File: src/rtl/fractal_sync_pkg.sv
// Shared response types and constants for the fractal sync transmit path.
// The in/out response pairs differ only in dst width: each TX stage strips NUM_CH low dst bits.
package fractal_sync_pkg;

    localparam int unsigned DROP_CNT_W = 8;
    localparam int unsigned IN_DST_W   = 8;

    typedef struct packed {
        logic                wake;
        logic [IN_DST_W-1:0] dst;
        logic                error;
    } fsync_rsp_in_t;

    // Output of a 2-channel stage
    typedef struct packed {
        logic                  wake;
        logic [IN_DST_W-3:0]   dst;
        logic                  error;
    } fsync_rsp_out_t;

    // Output of a 4-channel stage
    typedef struct packed {
        logic                  wake;
        logic [IN_DST_W-5:0]   dst;
        logic                  error;
    } fsync_rsp_out_4ch_t;

endpackage

File: src/rtl/fractal_sync_tx_ch_fifo.sv
// Per-channel fall-through FIFO: push into empty shows on the output in the same cycle,
// a push into a full FIFO is accepted when it pops that cycle, otherwise it is dropped and counted.
module fractal_sync_tx_ch_fifo
    import fractal_sync_pkg::*;
#(
    parameter int unsigned DEPTH  = 2,
    parameter type         data_t = logic,
    localparam int unsigned UW    = $clog2(DEPTH + 1)
) (
    input  logic                  clk_i,
    input  logic                  rst_ni,
    input  logic                  push_i,
    input  data_t                 data_i,
    input  logic                  ready_i,
    output logic                  valid_o,
    output data_t                 data_o,
    output logic [UW-1:0]         usage_o,
    input  logic                  clr_error_i,
    output logic                  error_overflow_o,
    output logic [DROP_CNT_W-1:0] drop_cnt_o
);

    localparam int unsigned PW = (DEPTH > 1) ? $clog2(DEPTH) : 1;

    data_t                 mem_q [DEPTH];
    data_t                 mem_d [DEPTH];
    logic [PW-1:0]         wptr_q, wptr_d, rptr_q, rptr_d;
    logic [UW-1:0]         usage_q, usage_d;
    logic                  err_q, err_d;
    logic [DROP_CNT_W-1:0] cnt_q, cnt_d;
    logic                  empty, full, pop, pop_mem, write, overflow;

    // Pointers wrap at DEPTH explicitly so non-power-of-two depths work
    function automatic logic [PW-1:0] ptr_inc(input logic [PW-1:0] p);
        return (p == PW'(DEPTH - 1)) ? '0 : p + 1'b1;
    endfunction

    always_comb begin
        empty    = (usage_q == '0);
        full     = (usage_q == UW'(DEPTH));
        valid_o  = !empty || push_i;
        data_o   = !empty ? mem_q[rptr_q] : (push_i ? data_i : '0);
        pop      = valid_o && ready_i;
        pop_mem  = pop && !empty;
        // A push straight through an empty FIFO that pops at once is never stored
        write    = push_i && (!full || pop) && !(empty && pop);
        overflow = push_i && full && !pop;

        mem_d = mem_q;
        if (write) begin
            mem_d[wptr_q] = data_i;
        end
        wptr_d = write   ? ptr_inc(wptr_q) : wptr_q;
        rptr_d = pop_mem ? ptr_inc(rptr_q) : rptr_q;

        case ({write, pop_mem})
            2'b10:   usage_d = usage_q + 1'b1;
            2'b01:   usage_d = usage_q - 1'b1;
            default: usage_d = usage_q;
        endcase

        // Overflow wins over a coincident clear: flag stays set, count restarts at one
        if (overflow) begin
            err_d = 1'b1;
            cnt_d = clr_error_i ? DROP_CNT_W'(1) : ((cnt_q == '1) ? cnt_q : cnt_q + 1'b1);
        end else if (clr_error_i) begin
            err_d = 1'b0;
            cnt_d = '0;
        end else begin
            err_d = err_q;
            cnt_d = cnt_q;
        end
    end

    always_ff @(posedge clk_i or negedge rst_ni) begin
        if (!rst_ni) begin
            for (int i = 0; i < DEPTH; i++) begin
                mem_q[i] <= '0;
            end
            wptr_q  <= '0;
            rptr_q  <= '0;
            usage_q <= '0;
            err_q   <= 1'b0;
            cnt_q   <= '0;
        end else begin
            mem_q   <= mem_d;
            wptr_q  <= wptr_d;
            rptr_q  <= rptr_d;
            usage_q <= usage_d;
            err_q   <= err_d;
            cnt_q   <= cnt_d;
        end
    end

    assign usage_o          = usage_q;
    assign error_overflow_o = err_q;
    assign drop_cnt_o       = cnt_q;

endmodule

File: src/rtl/fractal_sync_tx_nch.sv
// Fans a sync response out to NUM_CH channel FIFOs by dst[NUM_CH-1:0] (multicast), stripping those bits.
// Latency 0 (COMB_IN=1) or 1 cycle (COMB_IN=0) to valid_o; per-channel valid/ready, full channels drop and count.
module fractal_sync_tx_nch #(
    parameter type         fsync_rsp_in_t  = fractal_sync_pkg::fsync_rsp_in_t,
    parameter type         fsync_rsp_out_t = fractal_sync_pkg::fsync_rsp_out_t,
    parameter int unsigned NUM_CH          = 2,
    parameter int unsigned FIFO_DEPTH      = 2,
    parameter bit          COMB_IN         = 1'b0
) (
    input  logic                                    clk_i,
    input  logic                                    rst_ni,
    input  fsync_rsp_in_t                           rsp_i,
    output logic                                    valid_o          [NUM_CH],
    output fsync_rsp_out_t                          rsp_o            [NUM_CH],
    input  logic                                    ready_i          [NUM_CH],
    output logic [$clog2(FIFO_DEPTH+1)-1:0]         usage_o          [NUM_CH],
    output logic                                    error_overflow_o [NUM_CH],
    output logic [fractal_sync_pkg::DROP_CNT_W-1:0] drop_cnt_o       [NUM_CH],
    input  logic                                    clr_error_i      [NUM_CH]
);

    // wake and error are single bits; the rest of each struct is dst
    localparam int unsigned IN_DW  = $bits(fsync_rsp_in_t) - 2;
    localparam int unsigned OUT_DW = $bits(fsync_rsp_out_t) - 2;

    if (NUM_CH < 2 || (NUM_CH & (NUM_CH - 1)) != 0) begin : g_bad_num_ch
        $error("NUM_CH must be a power of two and >= 2");
    end
    if (FIFO_DEPTH < 1) begin : g_bad_depth
        $error("FIFO_DEPTH must be >= 1");
    end
    if (OUT_DW != IN_DW - NUM_CH) begin : g_bad_dst_w
        $error("output dst width must equal input dst width minus NUM_CH");
    end

    logic [NUM_CH-1:0] in_mask;
    logic [NUM_CH-1:0] push_mask;
    fsync_rsp_in_t     push_rsp;
    fsync_rsp_out_t    push_out;

    assign in_mask = rsp_i.wake ? rsp_i.dst[NUM_CH-1:0] : '0;

    if (COMB_IN) begin : g_comb_in
        assign push_mask = rst_ni ? in_mask : '0;
        assign push_rsp  = rsp_i;
    end else begin : g_reg_in
        fsync_rsp_in_t     rsp_q, rsp_d;
        logic [NUM_CH-1:0] mask_q, mask_d;

        always_comb begin
            rsp_d  = rsp_i.wake ? rsp_i : rsp_q;
            mask_d = in_mask;
        end

        always_ff @(posedge clk_i or negedge rst_ni) begin
            if (!rst_ni) begin
                rsp_q  <= '0;
                mask_q <= '0;
            end else begin
                rsp_q  <= rsp_d;
                mask_q <= mask_d;
            end
        end

        assign push_mask = mask_q;
        assign push_rsp  = rsp_q;
    end

    always_comb begin
        push_out       = '0;
        push_out.wake  = push_rsp.wake;
        push_out.dst   = OUT_DW'(push_rsp.dst >> NUM_CH);
        push_out.error = push_rsp.error;
    end

    for (genvar i = 0; i < NUM_CH; i++) begin : g_ch
        fractal_sync_tx_ch_fifo #(
            .DEPTH  (FIFO_DEPTH),
            .data_t (fsync_rsp_out_t)
        ) u_fifo (
            .clk_i            (clk_i),
            .rst_ni           (rst_ni),
            .push_i           (push_mask[i]),
            .data_i           (push_out),
            .ready_i          (ready_i[i]),
            .valid_o          (valid_o[i]),
            .data_o           (rsp_o[i]),
            .usage_o          (usage_o[i]),
            .clr_error_i      (clr_error_i[i]),
            .error_overflow_o (error_overflow_o[i]),
            .drop_cnt_o       (drop_cnt_o[i])
        );
    end

endmodule

File: config.mk
export PLATFORM = sky130hd
export DESIGN_NAME = fractal_sync_tx_nch
export DESIGN_NICKNAME = d
export VERILOG_FILES = /design/src/rtl/fractal_sync_pkg.sv /design/src/rtl/fractal_sync_tx_ch_fifo.sv /design/src/rtl/fractal_sync_tx_nch.sv
export SDC_FILE = /design/constraint.sdc
export NUM_CORES = 1
export LEC_CHECK = 0
export BUFFER_PORTS_ARGS = -buffer_cell sky130_fd_sc_hd__buf_2
export CAP_MARGIN = 20
export CORE_MARGIN = 5
export CORE_UTILIZATION = 40
export DETAILED_ROUTE_END_ITERATION = 6
export GPL_ROUTABILITY_DRIVEN = 0
export PLACE_DENSITY = 0.6
export SYNTH_ARGS = -nofsm -noshare
export SYNTH_HDL_FRONTEND = slang
export SYNTH_HIERARCHICAL = 1
export SYNTH_SLANG_ARGS = --single-unit
File: constraint.sdc
create_clock -name clk_i -period 2.2 [get_ports clk_i]
set_input_delay 0.22 -clock clk_i [delete_from_list [all_inputs] [get_ports clk_i]]
set_output_delay 0.22 -clock clk_i [all_outputs]
set_load 0.02 [all_outputs]
==> flow_metrics.py <==
metrics = {
    "sta": {
        "setup_ws_ps": 263,
        "drv_slew": 0,
        "clock.fmax_ghz": 0.516,
        "hold_violations": 0,
        "fin_setup_tns_ps": 0,
        "max_slew.worst_pin.slew_ps": 533,
        "setup_viol": 0,
        "slew_headroom": 0.644,
        "finalCritPeriodShare": 0.880,
        "rsz0062_at_grt": "false",
        "finalClockSkew_ps": 10.3,
        "fin_crit_ps": 1940,
    },
    "floorplanning": {
        "dieArea_mm2": 0.0103,
        "dieWidth_um": 101,
        "ios": 56,
        "core-area_mm2": 0.00818,
        "start_util": 0.410,
        "die_h_um": 101,
        "fp-row-count": 33,
    },
    "routing": {
        "drc_errors": 0,
        "antenna_left": 0,
        "drt_iter0_drc": 57,
        "vias": 2330,
        "dr.pass1.iters": 4,
        "wl_mm": 6.84,
        "detail_route.wl_per_cell_um": 15.5,
        "drt-vias-per-instance": 5.28,
    },
    "synthesis": {
        "synth_nets": 295,
        "yosys.area.top_type_share": 0.508,
        "yosys.area.top_type": "dfrtp_1",
        "synth_area_leaders": "dfrtp_1, mux2_2, mux2i_1",
        "synth_edf_count": 0,
        "ys_seq_area_frac": 0.508,
        "yosysWarnings": 6,
        "ys_seq_elements": 68,
        "synthFlopType": "dfrtp_1",
        "synthCells": 275,
        "synth_async_sr_flop_share": 1.00,
        "netlist_area_mm2": 0.00335,
        "synth_area_per_cell_um2": 12.2,
        "yosysUniqueCellTypes": 36,
    },
    "clocking": {
        "cts_tree": "yes",
        "clockRootBuffer": "clkbuf_8",
        "post_cts_buffers": 0,
        "path_clk_slew_ps": 70,
        "clock_sinks": 68,
        "insertion_delay_ps": 350,
        "cts_max_level": 3,
        "numCtsBuffers": 9,
        "clockBufferDepth": 2,
    },
    "cells_and_area": {
        "final_common_cell": "dfrtp_1",
        "final_cell_mix": "dfrtp_1, buf_2, mux2_2",
        "drive_above_1_share": 0.381,
        "area_growth_pct": 18.0,
        "nNetsFinal": 352,
        "antennaDiodeCount": 0,
        "fillers": 778,
    },
    "run": {
        "drv_cap": 0,
    },
    "setup_path": {
        "cp.arrival_ps": 1720,
        "start_kind": "flip-flop",
        "slowest_stage": "dfrtp_1",
        "cpLargestDelayFamily": "flip-flops",
        "crit_buf_inv": 2,
        "worst-path-max-fanout": 10,
        "cpPeakStageDelay_ps": 490,
        "crit_type": "reg -> out",
        "cp.required_ps": 1980,
        "worstPathCellList": "nor2_2 -> buf_4 -> nand3_1 -> o21ai_0 -> buf_2",
        "cp-end-kind": "output port",
    },
    "power_and_ir_drop": {
        "power_density_mw_per_mm2": 1270,
        "ir_worst_vdd_mv": 0.664,
        "p_leak_nw": 1.82,
    },
    "grt": {
        "grtUsageTotal": 0.142,
        "grt_max_degree": 69,
        "antenna_found_initial": 0,
        "grt_pass1_vias": 2217,
        "overflow": 0,
        "grt_pass1_wl_mm": 11.2,
    },
    "placement": {
        "hpwlAfterDp_mm": 4.72,
        "dp_slack_ps": 374,
        "port_buffers": 55,
    },
    "hold_path": {
        "hold_path_class": "in -> reg",
    },
    "run_status": {
        "status": "finished clean",
    },
}
==> what timing repair did <==
item | CTS | global route
gates resized for setup | 0 | 1
setup endpoints to repair | 0 | 5
endpoints found under the hold margin | 68 | 0
hold buffers | 1 | 0
==> report_power, final <==
group	total [mW]	internal, mW	switching (mW)
Combinational	1.78	0.832	0.951
Sequential	2.00	1.63	0.374
Clock	1.24	0.778	0.466
==> per-layer routing <==
metal  wire length [µm]  GRT usage  vias up
met5                  0          0        -
met2               3170      0.214       44
met4                140     0.0706        0
li1                   -          -     1128
met3                296     0.0386        9
met1               3240      0.189     1149
==> final timing paths <==
kind,startpoint,slack [ps],depth (start not counted),end
setup / recovery,g_ch[1].u_fifo/usage_o[0],260,5,rsp_o[0]
hold / removal,rsp_i[8],100,2,g_reg_in.rsp_q[8]
setup reg to reg,g_ch[0].u_fifo/usage_o[1],370,4,g_ch[0].u_fifo/mem_q[10]
hold reg to reg,g_ch[0].u_fifo/error_overflow_o,490,1,g_ch[0].u_fifo/error_overflow_o
max in group asynchronous,rst_ni,1480,3,g_ch[0].u_fifo/mem_q[4]
min in group asynchronous,rst_ni,410,3,g_ch[0].u_fifo/drop_cnt_o[4]
==> cells by family (layout without fill, tap and decap cells) <==
family | Yosys count | after routing | synth area share
AO/OA/AOI/OAI | 48 | 48 | 0.0934
XOR/XNOR | 14 | 14 | 0.0366
adder cells (fa/ha/maj) | 4 | 4 | 0.0149
buffers and inverters | 15 | 76 | 0.0295
flip-flops | 68 | 68 | 0.508
multiplexers | 57 | 57 | 0.193
AND/OR/NAND/NOR | 69 | 69 | 0.124
==> metrics by stage <==
| step | instances | power, mW | hold slack [ps] | utilization | cell area, µm² |
|---|---|---|---|---|---|
| final | 441 | 5.03 | 101 | 0.483 | 3950 |
| after global routing | 441 | 5.36 | 72.4 | 0.483 | 3950 |
| after CTS | 441 | 5.10 | 78.1 | 0.483 | 3950 |
| after detailed placement | 425 | 3.83 | 271 | 0.452 | 3700 |
| after global placement | 425 | 3.80 | 271 | 0.452 | 3700 |
| after floorplan | 275 | 3.29 | -75.6 | - | 3350 |
==> worst reg2reg max path, stage by stage (launching register included) <==
cell and delay (ps):
dfrtp_1 460, xnor2_1 180, o21ai_0 290, or2_1 410, mux2_2 390
==> final cells by class <==
class                   count  area, µm²  area share
inverters                   2       7.51     0.00190
multi-input cells         192       1550       0.392
flip-flops and latches     68       1700       0.431
clock buffers              11        141      0.0358
repair buffers             59        320      0.0811
well taps                 105        131      0.0333
clock inverters             4       97.6      0.0247
==> synth_stat cells, types with 6 or more instances <==
master and number:
a21oi_1 6, dfrtp_1 68, mux2_2 32, mux2_4 7, mux2i_1 18, nand2_1 12
nand3_1 20, nor2_1 12, o21ai_0 22, o31ai_1 6, xnor2_1 6, xor2_1 8
==> registers in the layout, indices dropped and copies added, names as in the netlist <==
signal and count:
g_ch.u_fifo/error_overflow_o 2, g_ch.u_fifo/drop_cnt_o 16, g_ch.u_fifo/usage_o 4, g_reg_in.mask_q 2, g_ch.u_fifo/rptr_q 2, g_ch.u_fifo/mem_q 32
g_ch.u_fifo/wptr_q 2, g_reg_in.rsp_q 8
Note: power is estimated with default switching activity, not from simulation.
